**src/rtl/hamming_enc_seq_if.sv**
```systemverilog
// Handshake and data-memory port between the Hamming(16,11) encode sequencer and top_level.
interface hamming_enc_seq_if #(
    parameter int AW = 8
);
    logic          req;
    logic          done;
    logic          busy;
    logic [AW-1:0] mem_addr;
    logic          mem_wr_en;
    logic [7:0]    mem_wr_dat;
    logic [7:0]    mem_rd_dat;

    // master: the sequencer, which owns the memory port while busy
    modport master (
        input  req, mem_rd_dat,
        output done, busy, mem_addr, mem_wr_en, mem_wr_dat
    );

    modport slave (
        output req, mem_rd_dat,
        input  done, busy, mem_addr, mem_wr_en, mem_wr_dat
    );
endinterface

```
**src/rtl/hamming_enc_seq.sv**
```systemverilog
// Sequencer that reads NUM_MSG 11-bit messages from data memory, Hamming(16,11)
// SECDED encodes them and writes the 16-bit code words back, high byte first.
module hamming_enc_seq #(
    parameter int NUM_MSG  = 15,
    parameter int SRC_BASE = 0,
    parameter int DST_BASE = 30,
    parameter int AW       = 8
) (
    input  logic             clk_i,
    input  logic             reset_i,
    hamming_enc_seq_if.master bus
);
    localparam int CW = $clog2(NUM_MSG) + 1;

    localparam logic [2:0] IDLE  = 3'd0;
    localparam logic [2:0] RD_LO = 3'd1;
    localparam logic [2:0] RD_HI = 3'd2;
    localparam logic [2:0] WR_HI = 3'd3;
    localparam logic [2:0] WR_LO = 3'd4;
    localparam logic [2:0] DONE  = 3'd5;

    localparam logic [CW-1:0] LAST_MSG = CW'(NUM_MSG - 1);
    localparam logic [AW-1:0] SRC_A    = AW'(SRC_BASE);
    localparam logic [AW-1:0] DST_A    = AW'(DST_BASE);

    logic [2:0]    state_q, state_d;
    logic [CW-1:0] i_q, i_d;
    logic [7:0]    lo_q, lo_d;
    logic [2:0]    hi_q, hi_d;

    // d[11:1] of the message; index 0 is unused so bit numbers match the code layout
    logic [11:1] d;
    logic        p8, p4, p2, p1, p0;
    logic [AW-1:0] pair_off;

    assign d        = {hi_q, lo_q};
    assign pair_off = AW'({i_q, 1'b0});

    assign p8 = ^d[11:5];
    assign p4 = (^d[11:8]) ^ (^d[4:2]);
    assign p2 = d[11] ^ d[10] ^ d[7] ^ d[6] ^ d[4] ^ d[3] ^ d[1];
    assign p1 = d[11] ^ d[9] ^ d[7] ^ d[5] ^ d[4] ^ d[2] ^ d[1];
    assign p0 = (^d[11:1]) ^ p8 ^ p4 ^ p2 ^ p1;

    always_comb begin
        state_d = state_q;
        i_d     = i_q;
        lo_d    = lo_q;
        hi_d    = hi_q;
        case (state_q)
            IDLE: begin
                if (bus.req) begin
                    state_d = RD_LO;
                    i_d     = '0;
                end
            end
            RD_LO: begin
                lo_d    = bus.mem_rd_dat;
                state_d = RD_HI;
            end
            RD_HI: begin
                hi_d    = bus.mem_rd_dat[2:0];
                state_d = WR_HI;
            end
            WR_HI: state_d = WR_LO;
            WR_LO: begin
                if (i_q == LAST_MSG) begin
                    state_d = DONE;
                end else begin
                    i_d     = i_q + 1'b1;
                    state_d = RD_LO;
                end
            end
            DONE: begin
                if (bus.req) begin
                    state_d = RD_LO;
                    i_d     = '0;
                end
            end
            default: state_d = IDLE;
        endcase
    end

    always_ff @(posedge clk_i) begin
        if (reset_i) begin
            state_q <= IDLE;
            i_q     <= '0;
            lo_q    <= '0;
            hi_q    <= '0;
        end else begin
            state_q <= state_d;
            i_q     <= i_d;
            lo_q    <= lo_d;
            hi_q    <= hi_d;
        end
    end

    // Memory port is a pure decode of state so reads see the address in the same cycle
    always_comb begin
        bus.mem_addr   = '0;
        bus.mem_wr_en  = 1'b0;
        bus.mem_wr_dat = '0;
        case (state_q)
            RD_LO: bus.mem_addr = SRC_A + pair_off;
            RD_HI: bus.mem_addr = SRC_A + pair_off + 1'b1;
            WR_HI: begin
                bus.mem_addr   = DST_A + pair_off + 1'b1;
                bus.mem_wr_en  = 1'b1;
                bus.mem_wr_dat = {d[11:5], p8};
            end
            WR_LO: begin
                bus.mem_addr   = DST_A + pair_off;
                bus.mem_wr_en  = 1'b1;
                bus.mem_wr_dat = {d[4:2], p4, d[1], p2, p1, p0};
            end
            default: ;
        endcase
    end

    assign bus.done = (state_q == DONE);
    assign bus.busy = (state_q != IDLE) && (state_q != DONE);
endmodule

```
**src/flat_wrapper.sv**
```systemverilog
// flat-port wrapper written by rule: the top's interface ports become plain ports
module hamming_enc_seq_flat 
#(
    parameter int NUM_MSG  = 15,
    parameter int SRC_BASE = 0,
    parameter int DST_BASE = 30,
    parameter int AW       = 8
)
  (clk_i, reset_i, bus_req, bus_mem_rd_dat, bus_done, bus_busy, bus_mem_addr, bus_mem_wr_en, bus_mem_wr_dat);
  hamming_enc_seq_if #(.AW(AW)) bus_i ();
  input  logic clk_i;
  input  logic reset_i;
  input wire logic [$bits(bus_i.req)-1:0] bus_req;
  input wire logic [$bits(bus_i.mem_rd_dat)-1:0] bus_mem_rd_dat;
  output wire logic [$bits(bus_i.done)-1:0] bus_done;
  output wire logic [$bits(bus_i.busy)-1:0] bus_busy;
  output wire logic [$bits(bus_i.mem_addr)-1:0] bus_mem_addr;
  output wire logic [$bits(bus_i.mem_wr_en)-1:0] bus_mem_wr_en;
  output wire logic [$bits(bus_i.mem_wr_dat)-1:0] bus_mem_wr_dat;
  assign bus_i.req = bus_req;
  assign bus_i.mem_rd_dat = bus_mem_rd_dat;
  assign bus_done = bus_i.done;
  assign bus_busy = bus_i.busy;
  assign bus_mem_addr = bus_i.mem_addr;
  assign bus_mem_wr_en = bus_i.mem_wr_en;
  assign bus_mem_wr_dat = bus_i.mem_wr_dat;
  hamming_enc_seq #(.NUM_MSG(NUM_MSG), .SRC_BASE(SRC_BASE), .DST_BASE(DST_BASE), .AW(AW)) u_core (.clk_i(clk_i), .reset_i(reset_i), .bus(bus_i));
endmodule
```
**config.mk**
```make
export PLATFORM = sky130hd
export DESIGN_NAME = hamming_enc_seq_flat
export DESIGN_NICKNAME = d
export VERILOG_FILES = /design/src/rtl/hamming_enc_seq_if.sv /design/src/rtl/hamming_enc_seq.sv /design/src/flat_wrapper.sv
export SDC_FILE = /design/constraint.sdc
export NUM_CORES = 1
export LEC_CHECK = 0
export CAP_MARGIN = 20
export CORE_MARGIN = 5
export CORE_UTILIZATION = 49
export CTS_CLUSTER_DIAMETER = 30
export CTS_CLUSTER_SIZE = 30
export DETAILED_ROUTE_END_ITERATION = 8
export GPL_TIMING_DRIVEN = 0
export HOLD_SLACK_MARGIN = 0.02
export PLACE_DENSITY = 0.81
export SETUP_SLACK_MARGIN = 0.3
export SKIP_CTS_REPAIR_TIMING = 1
export SYNTH_ARGS = -nofsm -noshare
export SYNTH_HDL_FRONTEND = slang
export SYNTH_SLANG_ARGS = --single-unit
```
**constraint.sdc**
```tcl
create_clock -name clk_i -period 2 [get_ports clk_i]
set_input_delay 0.5 -clock clk_i [delete_from_list [all_inputs] [get_ports clk_i]]
set_output_delay 0.5 -clock clk_i [all_outputs]
set_load 0.03 [all_outputs]
```
# Yosys cells after proc, flatten, opt, wreduce, memory -nomap -nowiden
# Cells that the tools add are included.
classes:
  add_sub_neg: 4
  multipliers: 0
  n_div: 0
  n_lt_le_gt_ge: 0
  n_eq_ne: 9
  shift: 0
  n_mux: 9
  n_bitwise: 17
  n_reduce_logical: 11
ops:
  columns: ["operator", "n"]
  rows:
  - ["8-bit case mux with 4 select lines", 1]
  - ["1-bit XOR", 17]
  - ["8-bit case mux with 2 select lines", 1]
  - ["3-bit case mux with 5 select lines", 1]
  - ["11-bit XOR reduction", 1]
  - ["5-bit 2-to-1 mux", 2]
  - ["5-bit case mux with 2 select lines", 1]
  - ["8-bit by 1-bit adder with 8-bit output, second input constant", 1]
  - ["5-bit by 6-bit adder with 7-bit output, first input constant", 1]
  - ["6-bit by 1-bit adder with 7-bit output, second input constant", 1]
  - ["7-bit XOR reduction", 1]
  - ["3-bit by 2-bit == test with 1-bit output, second input constant", 2]
  - ["3-bit == test, second input constant", 2]
  - ["3-bit 2-to-1 mux", 2]
  - ["5-bit by 1-bit adder with 5-bit output, second input constant", 1]
  - ["5-bit by 4-bit == test with 1-bit output, second input constant", 1]
  - ["2-bit OR reduction", 2]
  - ["4-bit XOR reduction", 1]
  - ["3-bit by 1-bit == test with 1-bit output, second input constant", 1]
  - ["3-bit zero test", 1]
  - ["3-bit inequality test, second input constant", 1]
  - ["3-bit AND reduction", 1]
  - ["3-bit nonzero test", 1]
  - ["3-bit XOR reduction", 1]
  - ["other kinds (5)", 5]
word_totals:
  reg_bits: 19
  latch_bits: 0
  ram_bits: 0
  romBits: 0
  output_inout_bits: 19
  elab_cells: 54
  memories: 0

# Longest topological paths before layout
logic_depth:
  word_depth: 9
  ltp_mapped: 7
  mapped_depth_nobuf: 6

# Worst setup path after synthesis
# Ideal clock, no wire load.
synth_path:
  kind: "register to output"
  startpoint: "register u_core.state_q[2]"
  endpoint: "output port bus_mem_addr[3]"
  t_arrival_ns: 1.988
  slack_ns: -0.488
  stages_incl_launch_ff: 8
  n_path_buf: 1
  path_cell_list: "dfxtp_1 buf_2 nand2b_1 nor2_4 nor2_1 inv_1 nand2_1 o21ai_0"
synth_via:
  elab_chain_len: 2
synth_lines:
  columns: ["element", "line_no", "rtl"]
  rows:
  - ["start, declared", "hamming_enc_seq.sv:26", "logic [2:0] state_q, state_d;"]
  - ["start signal, assigned", "hamming_enc_seq.sv:91", "state_q <= state_d;"]
  - ["3-bit == test, or another cell as far along", "hamming_enc_seq.sv:103", "case (state_q)"]
  - ["8-bit case mux with 4 select lines (*)", "hamming_enc_seq.sv:103", null]
  - ["end, declared", "flat_wrapper.sv:17", "output wire logic [$bits(bus_i.mem_addr)-1:0] bus_mem_addr;"]
# Mark *: on every way between the ends. The rest lies on a longest branch, timed or not.

# Final worst setup path
layout_path:
  startpoint: "register u_core.hi_q[2]"
  endpoint: "output port bus_mem_wr_dat[0]"
layout_via:
  elab_chain_len: 9
layout_lines:
  columns: ["element", "line_no", "rtl"]
  rows:
  - ["start, declared", "hamming_enc_seq.sv:29", "logic [2:0] hi_q, hi_d;"]
  - ["start signal, assigned", "hamming_enc_seq.sv:94", "hi_q <= hi_d;"]
  - ["1-bit XOR (6 in a row)", "hamming_enc_seq.sv:41", "assign p2 = d[11] ^ d[10] ^ d[7] ^ d[6] ^ d[4] ^ d[3] ^ d[1];"]
  - ["1-bit XOR (2 in a row)", "hamming_enc_seq.sv:43", "assign p0 = (^d[11:1]) ^ p8 ^ p4 ^ p2 ^ p1;"]
  - ["8-bit case mux with 2 select lines (*)", "hamming_enc_seq.sv:103", null]
  - ["end, declared", "flat_wrapper.sv:19", "output wire logic [$bits(bus_i.mem_wr_dat)-1:0] bus_mem_wr_dat;"]
# Marked as above.

==> metrics.md <==
| Metric | Value |
|---|---|
| Hold Path Depth | `2` |
| Io pins | `30` |
| Synthesis warning total | `0` |
| Initial core utilization | `0.5150` |
| Flops & latches, synth | `19` |
| WHS | `0.5335 ns` |
| Final Util | `0.7898` |
| Post-synthesis cell area | `1287 um2` |
| Largest cells by area after synthesis | `dfxtp_1, mux2i_1, nor2_1` |
| WP buf/inv | `1` |
| Seq. cell area | `409.1 um2` |
| H-tree levels | `1` |
| Critical Path AT | `2.05 ns` |
| Reg2reg start | `u_core.i_q[0]` |
| R2r setup slk | `0.29 ns` |
| Status | `finished with violations` |
| Vias in the first global route | `1157` |
| Max Fclk | `392.0 MHz` |
| PortBufs | `27` |
| CTS sink count | `19` |
| Worst Skew | `0.001939 ns` |
| Crit. Startpoint | `u_core.hi_q[2]` |
| Least-Margin Pin Slew | `0.5687 ns` |
| GRT Util Overall | `0.1972` |
| Area delta synth->final | `53.35%` |
| CP Data Required Time | `1.50 ns` |
| Min-delay src | `u_core.hi_q[1]` |
| Fin cells | `231` |
| Syn nets | `166` |
| Critical path cell sequence | `xnor2_1, xnor2_2, xnor3_1, o22ai_4, buf_6` |
| Maximum vdd drop | `464.0 uV` |
| Failing checks | `negative setup slack` |
| Post-DP HPWL | `2550 um` |
| Max Transition Viols Final | `0` |
| Most frequent cells in the layout | `buf_4, buf_6, nor2_1, nand2_1, a21oi_1` |
| Tmin final | `2.551 ns` |
| Initial antenna violation count | `0` |
| CTS buffer count | `3` |
| Die height | `61.26 um` |
| Gate Count Post-Synth | `152` |
| Hold Fails Final Rpt | `0` |
| Grt ovf | `0` |
| Commonest non-fill, non-tap cell in the layout | `buf_4` |
| Top delay family on crit path | `XOR/XNOR gates` |
| Antenna Nets Post-Route | `0` |
| Placed cells | `209` |
| Multi-input logic area | `973.4 um2` |
| Slew headroom | `0.6196` |
| CP max FO | `5` |
| Reg2Reg Depth | `6` |
| CP Launch Type | `register` |
| Die area | `3753 um2` |
| Seq/Total Area, Yosys | `0.2954` |
| CTS tree | `built` |
| Endpoint class of the critical path | `output port` |
| Yosys top cell by area | `dfxtp_1` |
| Longest Clk Path Bufs | `2` |
| Crit-path slowest cell | `xnor3_1` |
| Site row count | `18` |
| Worst Hold End | `u_core.hi_q[1]` |
| Reg-to-reg endpoint | `u_core.i_q[3]` |
| Average size of a mapped cell | `8.470 um2` |
| # fillers | `171` |
| Pleak | `0.8450 nW` |
| DRT Wirelength | `3869 um` |
| Clk Latency, worst-skew pair | `0.30 ns` |
| Via count | `1315` |
| Layout cells sized above 1 | `0.4179` |
| Post-layout net count | `216` |
| WS Path Type | `register to output port` |
| Worst setup margin | `-0.5512 ns` |
| # DRC | `0` |
| Die Wd | `61.26 um` |
| Pre-antenna DRT Iters | `4` |
| Root Buffer | `clkbuf_4` |
| Antenna Cells | `0` |
| Clock transition at path regs | `0.11 ns` |
| Hold WC Path Type | `register to register` |
| Pwr per Cell Area | `609.7 nW/um2` |
| 1st-iter DRT viols | `95` |
| Largest net degree at the start of global routing | `11` |
| Via density | `5.693` |
| Synth cell types | `39` |
| Tcrit/Tclk final | `1.276` |
| Gp weighted congestion | `0.8392` |
| First-pass GRT wire length | `5506 um` |
| Core area | `2500 um2` |
| RSZ-0062 raised after global routing | `true` |
| Top-area cell type share of the netlist area | `0.2954` |
| MaxCap Viol Count | `0` |
| Drt wl/cell | `16.75 um` |
| CP peak stage delay | `0.47 ns` |
| Final setup vio count | `15` |
-- cells in the mapped netlist, drive strengths merged --
| library cell | n |
|---|---|
| buf | 6 |
| nand4b | 1 |
| clkbuf | 2 |
| xor2 | 6 |
| o22ai | 1 |
| nand4bb | 1 |
| nor2 | 21 |
| nand3 | 4 |
| xnor2 | 8 |
| or3 | 1 |
| a22o | 6 |
| ha | 3 |
| a221oi | 1 |
| nand2 | 11 |
| nor3 | 2 |
| nand2b | 3 |
| conb | 1 |
| nor2b | 2 |
| a31oi | 2 |
| inv | 5 |
| xnor3 | 4 |
| or3b | 1 |
| nand3b | 1 |
| nor4 | 1 |
| a21oi | 12 |
| mux2i | 8 |
| a311oi | 2 |
| dfxtp | 19 |
| o21ai | 14 |
| o31ai | 1 |
| and3 | 2 |
-- logic make-up after synthesis --
| group | share of synthesized area |
|---|---|
| simple gates | 0.2051 |
| compound gates | 0.1837 |
| flops | 0.2954 |
| xor+xnor | 0.1730 |
| buf+inv | 0.04859 |
| mux | 0.06220 |
| fa+ha+maj | 0.02916 |
| other cells | 0.002913 |
-- worst min-delay path, stage by stage (launching register included) --
cell and delay, ns:
dfxtp_2 0.36, o21ai_0 0.07, a21oi_1 0.07
-- where the power goes --
part           switching [mW]  internal, mW  total [mW]
sequential             0.0338         0.403       0.436
combinational           0.279         0.287       0.566
clock                   0.124        0.0776       0.201
total                   0.436         0.768        1.20
-- through the flow --
step	power, mW	TNS (ns)	cell area (um2)	setup slack (ns)
after floorplan	0.8096	-0.08095	1418	-0.08095
after global placement	0.9026	-5.753	1725	-0.7065
after detailed placement	0.9218	-6.303	1725	-0.7442
after CTS	1.118	-11.92	1752	-1.101
after global routing	1.262	-4.376	1974	-0.6241
final	1.204	-3.422	1974	-0.5512
-- routing by layer --
metal / track usage / vias to the layer above / part of all wire
li1: - / 635 / -
met1: 0.2718 / 613 / 0.44
met2: 0.3218 / 63 / 0.48
met3: 0.03354 / 4 / 0.067
met4: 0.04644 / 0 / 0.012
met5: 0 / - / 0
-- sequential cells by signal (all words and copies together) (netlist names) --
name	count
u_core.hi_q	3
u_core.i_q	5
u_core.lo_q	8
u_core.state_q	3
-- area by class of cell --
type	instances	share of cell area
timing repair buffer	45	0.2180
inverter	5	0.01204
sequential	19	0.2072
buffer	8	0.03739
multi-input combinational	120	0.4930
clock buffer	4	0.01331
tap	30	0.01901
-- worst max-delay path by stage --
stage                              to  slack, ns  cells after the start
global placement    bus_mem_wr_dat[0]      -0.71                      5
finish              bus_mem_wr_dat[0]      -0.55                      5
detailed placement  bus_mem_wr_dat[0]      -0.74                      5
CTS                 bus_mem_wr_dat[0]      -1.10                      5
floorplan           bus_mem_wr_dat[0]      -0.08                      4
global route        bus_mem_wr_dat[0]      -0.62                      5
Power figures use the tool's default switching activity.
